### src/rtl/change_dispenser.sv
// change_dispenser: pays a requested amount (nickel units) as a serial stream of
// one-hot coin pulses, choosing coins greedily (quarter, dime, nickel).
// Build option CHANGE_DISPENSER_INV_EN: when defined, per-coin inventories are
// tracked, refilled and can run out (shortfall reported with done); when
// undefined, inventories are unlimited and read as the constant INV_INIT.
module change_dispenser #(
    parameter int AMT_W     = 5,
    parameter int INV_W     = 6,
    parameter int INV_INIT  = 8,
    parameter int PULSE_LEN = 2,
    parameter int GAP_LEN   = 1
) (
    input  logic             clk,
    input  logic             rst,
    input  logic             req_valid,
    output logic             req_ready,
    input  logic [AMT_W-1:0] req_amt,
    input  logic             refill_n,
    input  logic             refill_d,
    input  logic             refill_q,
    output logic             nickle,
    output logic             dime,
    output logic             quarter,
    output logic             done,
    output logic             short,
    output logic [AMT_W-1:0] remaining,
    output logic [INV_W-1:0] inv_n,
    output logic [INV_W-1:0] inv_d,
    output logic [INV_W-1:0] inv_q
);

    localparam int CNT_MAX = (PULSE_LEN > GAP_LEN) ? PULSE_LEN : GAP_LEN;
    localparam int CNT_W   = (CNT_MAX > 1) ? $clog2(CNT_MAX + 1) : 1;

    localparam logic [CNT_W-1:0] PULSE_LAST = CNT_W'(PULSE_LEN - 1);
    localparam logic [CNT_W-1:0] GAP_LAST   = CNT_W'(GAP_LEN - 1);

    // Coin values in nickel units
    localparam logic [AMT_W-1:0] VAL_N = AMT_W'(1);
    localparam logic [AMT_W-1:0] VAL_D = AMT_W'(2);
    localparam logic [AMT_W-1:0] VAL_Q = AMT_W'(5);

    localparam logic [INV_W-1:0] INV_RST = INV_W'(INV_INIT);

    typedef enum logic [2:0] {
        S_IDLE,
        S_SELECT,
        S_PULSE,
        S_GAP,
        S_DONE
    } state_t;

    state_t           state_q, state_d;
    logic [CNT_W-1:0] cnt_q, cnt_d;
    logic [AMT_W-1:0] rem_q, rem_d;
    // Chosen coin, one-hot: [0]=nickel, [1]=dime, [2]=quarter
    logic [2:0]       sel_q, sel_d;
    logic [2:0]       coins_q, coins_d;
    logic             done_q, done_d;
    logic             short_q, short_d;
    logic [AMT_W-1:0] remaining_q, remaining_d;
    logic             ready_q, ready_d;

    // Per-coin inventory non-empty flags and the decrement request from SELECT
    logic [2:0]       avail;
    logic [2:0]       dec;

    // Next-state and registered-output computation for the payout sequencer
    always_comb begin
        state_d     = state_q;
        cnt_d       = cnt_q;
        rem_d       = rem_q;
        sel_d       = sel_q;
        dec         = '0;
        done_d      = 1'b0;
        short_d     = 1'b0;
        remaining_d = '0;

        case (state_q)
            S_IDLE: begin
                if (req_valid) begin
                    rem_d   = req_amt;
                    state_d = S_SELECT;
                end
            end

            S_SELECT: begin
                if ((rem_q >= VAL_Q) && avail[2]) begin
                    sel_d   = 3'b100;
                    dec     = 3'b100;
                    rem_d   = rem_q - VAL_Q;
                    cnt_d   = PULSE_LAST;
                    state_d = S_PULSE;
                end else if ((rem_q >= VAL_D) && avail[1]) begin
                    sel_d   = 3'b010;
                    dec     = 3'b010;
                    rem_d   = rem_q - VAL_D;
                    cnt_d   = PULSE_LAST;
                    state_d = S_PULSE;
                end else if ((rem_q >= VAL_N) && avail[0]) begin
                    sel_d   = 3'b001;
                    dec     = 3'b001;
                    rem_d   = rem_q - VAL_N;
                    cnt_d   = PULSE_LAST;
                    state_d = S_PULSE;
                end else begin
                    done_d  = 1'b1;
                    state_d = S_DONE;
`ifdef CHANGE_DISPENSER_INV_EN
                    short_d     = (rem_q != '0);
                    remaining_d = rem_q;
`endif
                end
            end

            S_PULSE: begin
                if (cnt_q == '0) begin
                    cnt_d   = GAP_LAST;
                    state_d = S_GAP;
                end else begin
                    cnt_d = cnt_q - 1'b1;
                end
            end

            S_GAP: begin
                if (cnt_q == '0) begin
                    state_d = S_SELECT;
                end else begin
                    cnt_d = cnt_q - 1'b1;
                end
            end

            S_DONE: begin
                state_d = S_IDLE;
            end

            default: begin
                state_d = S_IDLE;
            end
        endcase

        // Outputs are decoded from the next state so they can be registered
        coins_d = (state_d == S_PULSE) ? sel_d : '0;
        ready_d = (state_d == S_IDLE);
    end

    // Sequencer state and registered outputs; reset drops coin outputs at once
    always_ff @(posedge clk or posedge rst) begin
        if (rst) begin
            state_q     <= S_IDLE;
            cnt_q       <= '0;
            rem_q       <= '0;
            sel_q       <= '0;
            coins_q     <= '0;
            done_q      <= 1'b0;
            short_q     <= 1'b0;
            remaining_q <= '0;
            ready_q     <= 1'b1;
        end else begin
            state_q     <= state_d;
            cnt_q       <= cnt_d;
            rem_q       <= rem_d;
            sel_q       <= sel_d;
            coins_q     <= coins_d;
            done_q      <= done_d;
            short_q     <= short_d;
            remaining_q <= remaining_d;
            ready_q     <= ready_d;
        end
    end

    assign nickle    = coins_q[0];
    assign dime      = coins_q[1];
    assign quarter   = coins_q[2];
    assign done      = done_q;
    assign short     = short_q;
    assign remaining = remaining_q;
    assign req_ready = ready_q;

`ifdef CHANGE_DISPENSER_INV_EN
    logic [INV_W-1:0] inv_cnt_q [3];
    logic [INV_W-1:0] inv_cnt_d [3];
    logic [2:0]       refill;

    assign refill = {refill_q, refill_d, refill_n};

    // A coin type is selectable only while its inventory is non-empty
    always_comb begin
        avail = '0;
        for (int unsigned i = 0; i < 3; i++) begin
            avail[i] = (inv_cnt_q[i] != '0);
        end
    end

    // Inventory update: saturating refill, decrement on payout, coincident pair cancels
    always_comb begin
        for (int unsigned i = 0; i < 3; i++) begin
            inv_cnt_d[i] = inv_cnt_q[i];
            if (refill[i] && !dec[i]) begin
                if (inv_cnt_q[i] != '1) begin
                    inv_cnt_d[i] = inv_cnt_q[i] + INV_W'(1);
                end
            end else if (!refill[i] && dec[i]) begin
                inv_cnt_d[i] = inv_cnt_q[i] - INV_W'(1);
            end
        end
    end

    // Inventory registers
    always_ff @(posedge clk or posedge rst) begin
        if (rst) begin
            for (int unsigned i = 0; i < 3; i++) begin
                inv_cnt_q[i] <= INV_RST;
            end
        end else begin
            for (int unsigned i = 0; i < 3; i++) begin
                inv_cnt_q[i] <= inv_cnt_d[i];
            end
        end
    end

    assign inv_n = inv_cnt_q[0];
    assign inv_d = inv_cnt_q[1];
    assign inv_q = inv_cnt_q[2];
`else
    logic unused_inv;

    // Unlimited inventory: every coin is always selectable
    assign avail      = '1;
    assign inv_n      = INV_RST;
    assign inv_d      = INV_RST;
    assign inv_q      = INV_RST;
    assign unused_inv = ^{refill_n, refill_d, refill_q, dec};
`endif

    // At most one coin output may be high in any cycle
    a_coin_onehot: assert property (@(posedge clk) disable iff (rst)
        $onehot0({quarter, dime, nickle}));

    // The completion strobe never overlaps a coin pulse
    a_done_quiet: assert property (@(posedge clk) disable iff (rst)
        done |-> ({quarter, dime, nickle} == 3'b000));

endmodule

### config.mk
export PLATFORM = sky130hd
export DESIGN_NAME = change_dispenser
export DESIGN_NICKNAME = d
export VERILOG_FILES = /design/src/rtl/change_dispenser.sv
export SDC_FILE = /design/constraint.sdc
export NUM_CORES = 1
export LEC_CHECK = 0
export ABC_AREA = 0
export BUFFER_PORTS_ARGS = -buffer_cell sky130_fd_sc_hd__buf_2
export CAP_MARGIN = 30
export CORE_AREA = 2 2 57 59
export DETAILED_ROUTE_END_ITERATION = 10
export DIE_AREA = 0 0 59 61
export GPL_ROUTABILITY_DRIVEN = 0
export MAX_ROUTING_LAYER = met4
export PLACE_DENSITY = 0.75
export REMOVE_ABC_BUFFERS = 1
export SYNTH_ARGS = -nofsm -noshare
export SYNTH_HDL_FRONTEND = slang
export SYNTH_SLANG_ARGS = --single-unit
### constraint.sdc
create_clock -name clk -period 6.9 [get_ports clk]
set_clock_uncertainty 0.15 [all_clocks]
set_input_delay 0.345 -clock clk [delete_from_list [all_inputs] [get_ports clk]]
set_output_delay 0.345 -clock clk [all_outputs]
set_load 0.005 [all_outputs]
==> reports/qor.txt <==
CTS Buf Count = 3
Post-Synth Adder-Cell Area = 8.87%
Count of input and output buffers = 12
Routed WL = 2700 um
Hold/Removal Path Class = in -> async
Prevailing post-synth register cell = dfrtp_1
Slew HR = 55.3%
Top post-synthesis cells by area = dfrtp_1 (30%), buf_4 (13%), ha_1 (8.9%)
Initial DRC Count = 31
Ys async rst share = 100%
Die area = 3600 um2
WHS = -0.0143 ns
F_max = 377 MHz
Final worst path period need = 2.65 ns
Peak VDD IR = 0.000153 V
Mapped cell area = 1410 um2
Fin crit share = 38.5%
Clock sink count = 18
Worst EP arrival = 2.69 ns
DRT antenna net count = 0
Avg WL per Cell = 13.7 um
TritonCTS clock tree = built
# rows = 20
Worst Tran Pin Value = 0.666 ns
Clock slew at reported path FFs = 0.10 ns
Root Driver = clkbuf_4
Total core area = 2950 um2
Unique masters post-synth = 45
Register bit total from synthesis = 18
Initial antenna violation count = 0
Postcts setup bufs = 0
First-pass GRT wire length = 4580 um
Area fraction of the dominant cell type after synthesis = 30.2%
Total gr overflow = 0
Final hold violations = 17
Synthesized area per cell = 9.28 um2
Total power divided by cell area = 432 nW/um2
Initial Util = 47.8%
Clock tree buffer depth = 2
Hold-fix buffers, CTS = 0
Cell taking the most area after synthesis = dfrtp_1
GR Util met2 = 28.6%
Post-synth EDFFs = 0
Layout Utilization = 48.2%
Met1 GRT Util = 21.1%
Synth Area in Compound Gates = 18.7%
Max Slew Vio Count = 0
CP Class = reg -> reg
Status = complete, but fails checks
Layout net count = 186
Most Crowded Layer GR = met2
Sequential share of the synthesized area = 32.0%
Dpl hpwl = 2130 um
Slowest CP cell = dfrtp_1
Ordered cell list for the critical path = inv_1 -> ha_1 -> nor3b_1 -> nand3_1 -> o311ai_4 -> a21oi_2 -> mux2_4
Leakage power = 0.687 nW
Post-cts sizing count = 0
M3 GR Usage = 3.20%
DRC Markers = 0
Fin cells = 197
CP Data Required Time = 6.93 ns
Simple-gate portion of the synthesized area = 17.9%
Synthesis-to-layout area growth = 0.976%
Startpoint Class = flip-flop
Vias in the first global route = 1048
Placed insts = 193
Via/cell ratio = 5.35
Vias = 1054
Post-Synth XOR/XNOR Area = 1.24%
Cells after synthesis = 152
Critical Path Sink Type = flip-flop
GRT Total Usage = 17.5%
Pin count of the biggest net entering global routing = 19
Post-synthesis mux area share = 3.28%
Final setup fails = 0
Layout cells sized above 1 = 17.7%
Violated checks = hold timing
H-tree depth = 1
Crit-path max cell delay = 0.56 ns
TritonRoute pass-1 iters = 4
Die X = 59 um
CP Max Fanout = 11
ANT cells = 0
Largest family of logic cells by synthesized area = compound AO/OA/AOI/OAI gates
RSZ-0062 raised after global routing = false
Worst-Skew Late Latency = 0.29 ns
Die extent in y = 61 um
IO Pins = 40
Setup TNS = 0 ns
Max-cap violations = 0
Syn. warnings = 0
[cell families (layout without fill, tap and decap cells)]
family / count (synthesis) / in the layout
buffers and inverters: 39 / 29
XOR/XNOR: 2 / 2
AO/OA/AOI/OAI: 34 / 34
flip-flops: 18 / 18
multiplexers: 4 / 4
AND/OR/NAND/NOR: 43 / 43
other: 2 / 24
adder cells (fa/ha/maj): 10 / 10
[stage by stage]
stage          total power, mW  cell area [um2]  worst slack [ns]  hold WS (ns)
6_report                 0.616             1420              4.25       -0.0143
3_3_place_gp             0.539             1400              4.35         0.310
5_1_grt                  0.677             1420              4.08        0.0473
4_1_cts                  0.617             1420              4.27       0.00787
2_1_floorplan            0.476             1300              4.61         0.133
3_5_place_dp             0.562             1400              4.27         0.319
[placed cells by master, fill, tap and decap left out, types with 2 or more instances in the layout]
master / count
nor2_1: 7
a211oi_1: 2
nand2b_1: 2
conb_1: 24
nor3b_1: 2
ha_1: 10
o21ai_0: 4
nand2_1: 12
mux2i_1: 2
a21oi_1: 8
o31ai_1: 4
nor3_1: 6
o22ai_1: 2
nand3_1: 2
inv_1: 13
a31oi_1: 3
or2_2: 2
buf_2: 12
nor4_1: 3
clkbuf_4: 3
dfrtp_1: 17
[worst max-delay path: cells and delay by family, from the launching register on]
family | cells | cell delay [ns]
AOI/OAI and AO/OA | 2 | 0.57
DFF | 1 | 0.56
and+or+nand+nor | 2 | 0.55
muxes | 1 | 0.31
adders and majority gates | 1 | 0.24
buffers and inverters | 1 | 0.19
[state kept, by name, indices dropped and copies added (netlist names)]
signal	cells
done	1
coins_q	3
cnt_q	2
rem_q	5
state_q	3
sel_q	3
req_ready	1
[report_power, final]
| part | switching [mW] | internal, mW | total [mW] |
|---|---|---|---|
| clock | 0.0304 | 0.0224 | 0.0529 |
| sequential | 0.0607 | 0.149 | 0.210 |
| combinational | 0.208 | 0.145 | 0.353 |
[synth_stat cells (2+ instances only)]
cell type and number:
nand3_1 2, nand2_1 12, buf_4 24, a31oi_1 3
inv_1 13, nor4_1 3, o31ai_1 4, o22ai_1 2
nor2_1 7, nor3_1 6, nor3b_1 2, or2_2 2
mux2i_1 2, a211oi_1 2, nand2b_1 2, dfrtp_1 17
o21ai_0 4, ha_1 10, conb_1 2, a21oi_1 8
[path summary, 6_finish.rpt]
check / start / to / slack (ns) / cells past startpoint
setup / recovery: rem_q[2]$_DFFE_PP0P_ / rem_q[0]$_DFFE_PP0P_ / 4.25 / 7
hold / removal: rst / coins_q[0]$_DFF_PP0_ / -0.01 / 2
max in group asynchronous: rst / state_q[1]$_DFF_PP0_ / 6.19 / 2
hold reg to reg: sel_q[2]$_DFF_PP0_ / sel_q[2]$_DFF_PP0_ / 0.34 / 2
setup reg to reg: rem_q[2]$_DFFE_PP0P_ / rem_q[0]$_DFFE_PP0P_ / 4.25 / 7
min in group clk: req_valid / state_q[0]$_DFF_PP0_ / 0.21 / 3
[final cells by class]
class | instances | area (um2)
fill | 300 | 1530
multi-input combinational | 117 | 796
timing repair buffer | 12 | 60.1
tap | 33 | 41.3
inverter | 13 | 48.8
sequential | 18 | 452
clock buffer | 4 | 26.3
[routing by layer]
| layer | vias up | share of wire (%) |
|---|---|---|
| li1 | 505 | - |
| met1 | 501 | 44 |
| met2 | 42 | 49 |
| met3 | 6 | 5.3 |
| met4 | 0 | 1.5 |
| met5 | - | 0 |
Note: power is estimated with default switching activity, not from simulation.
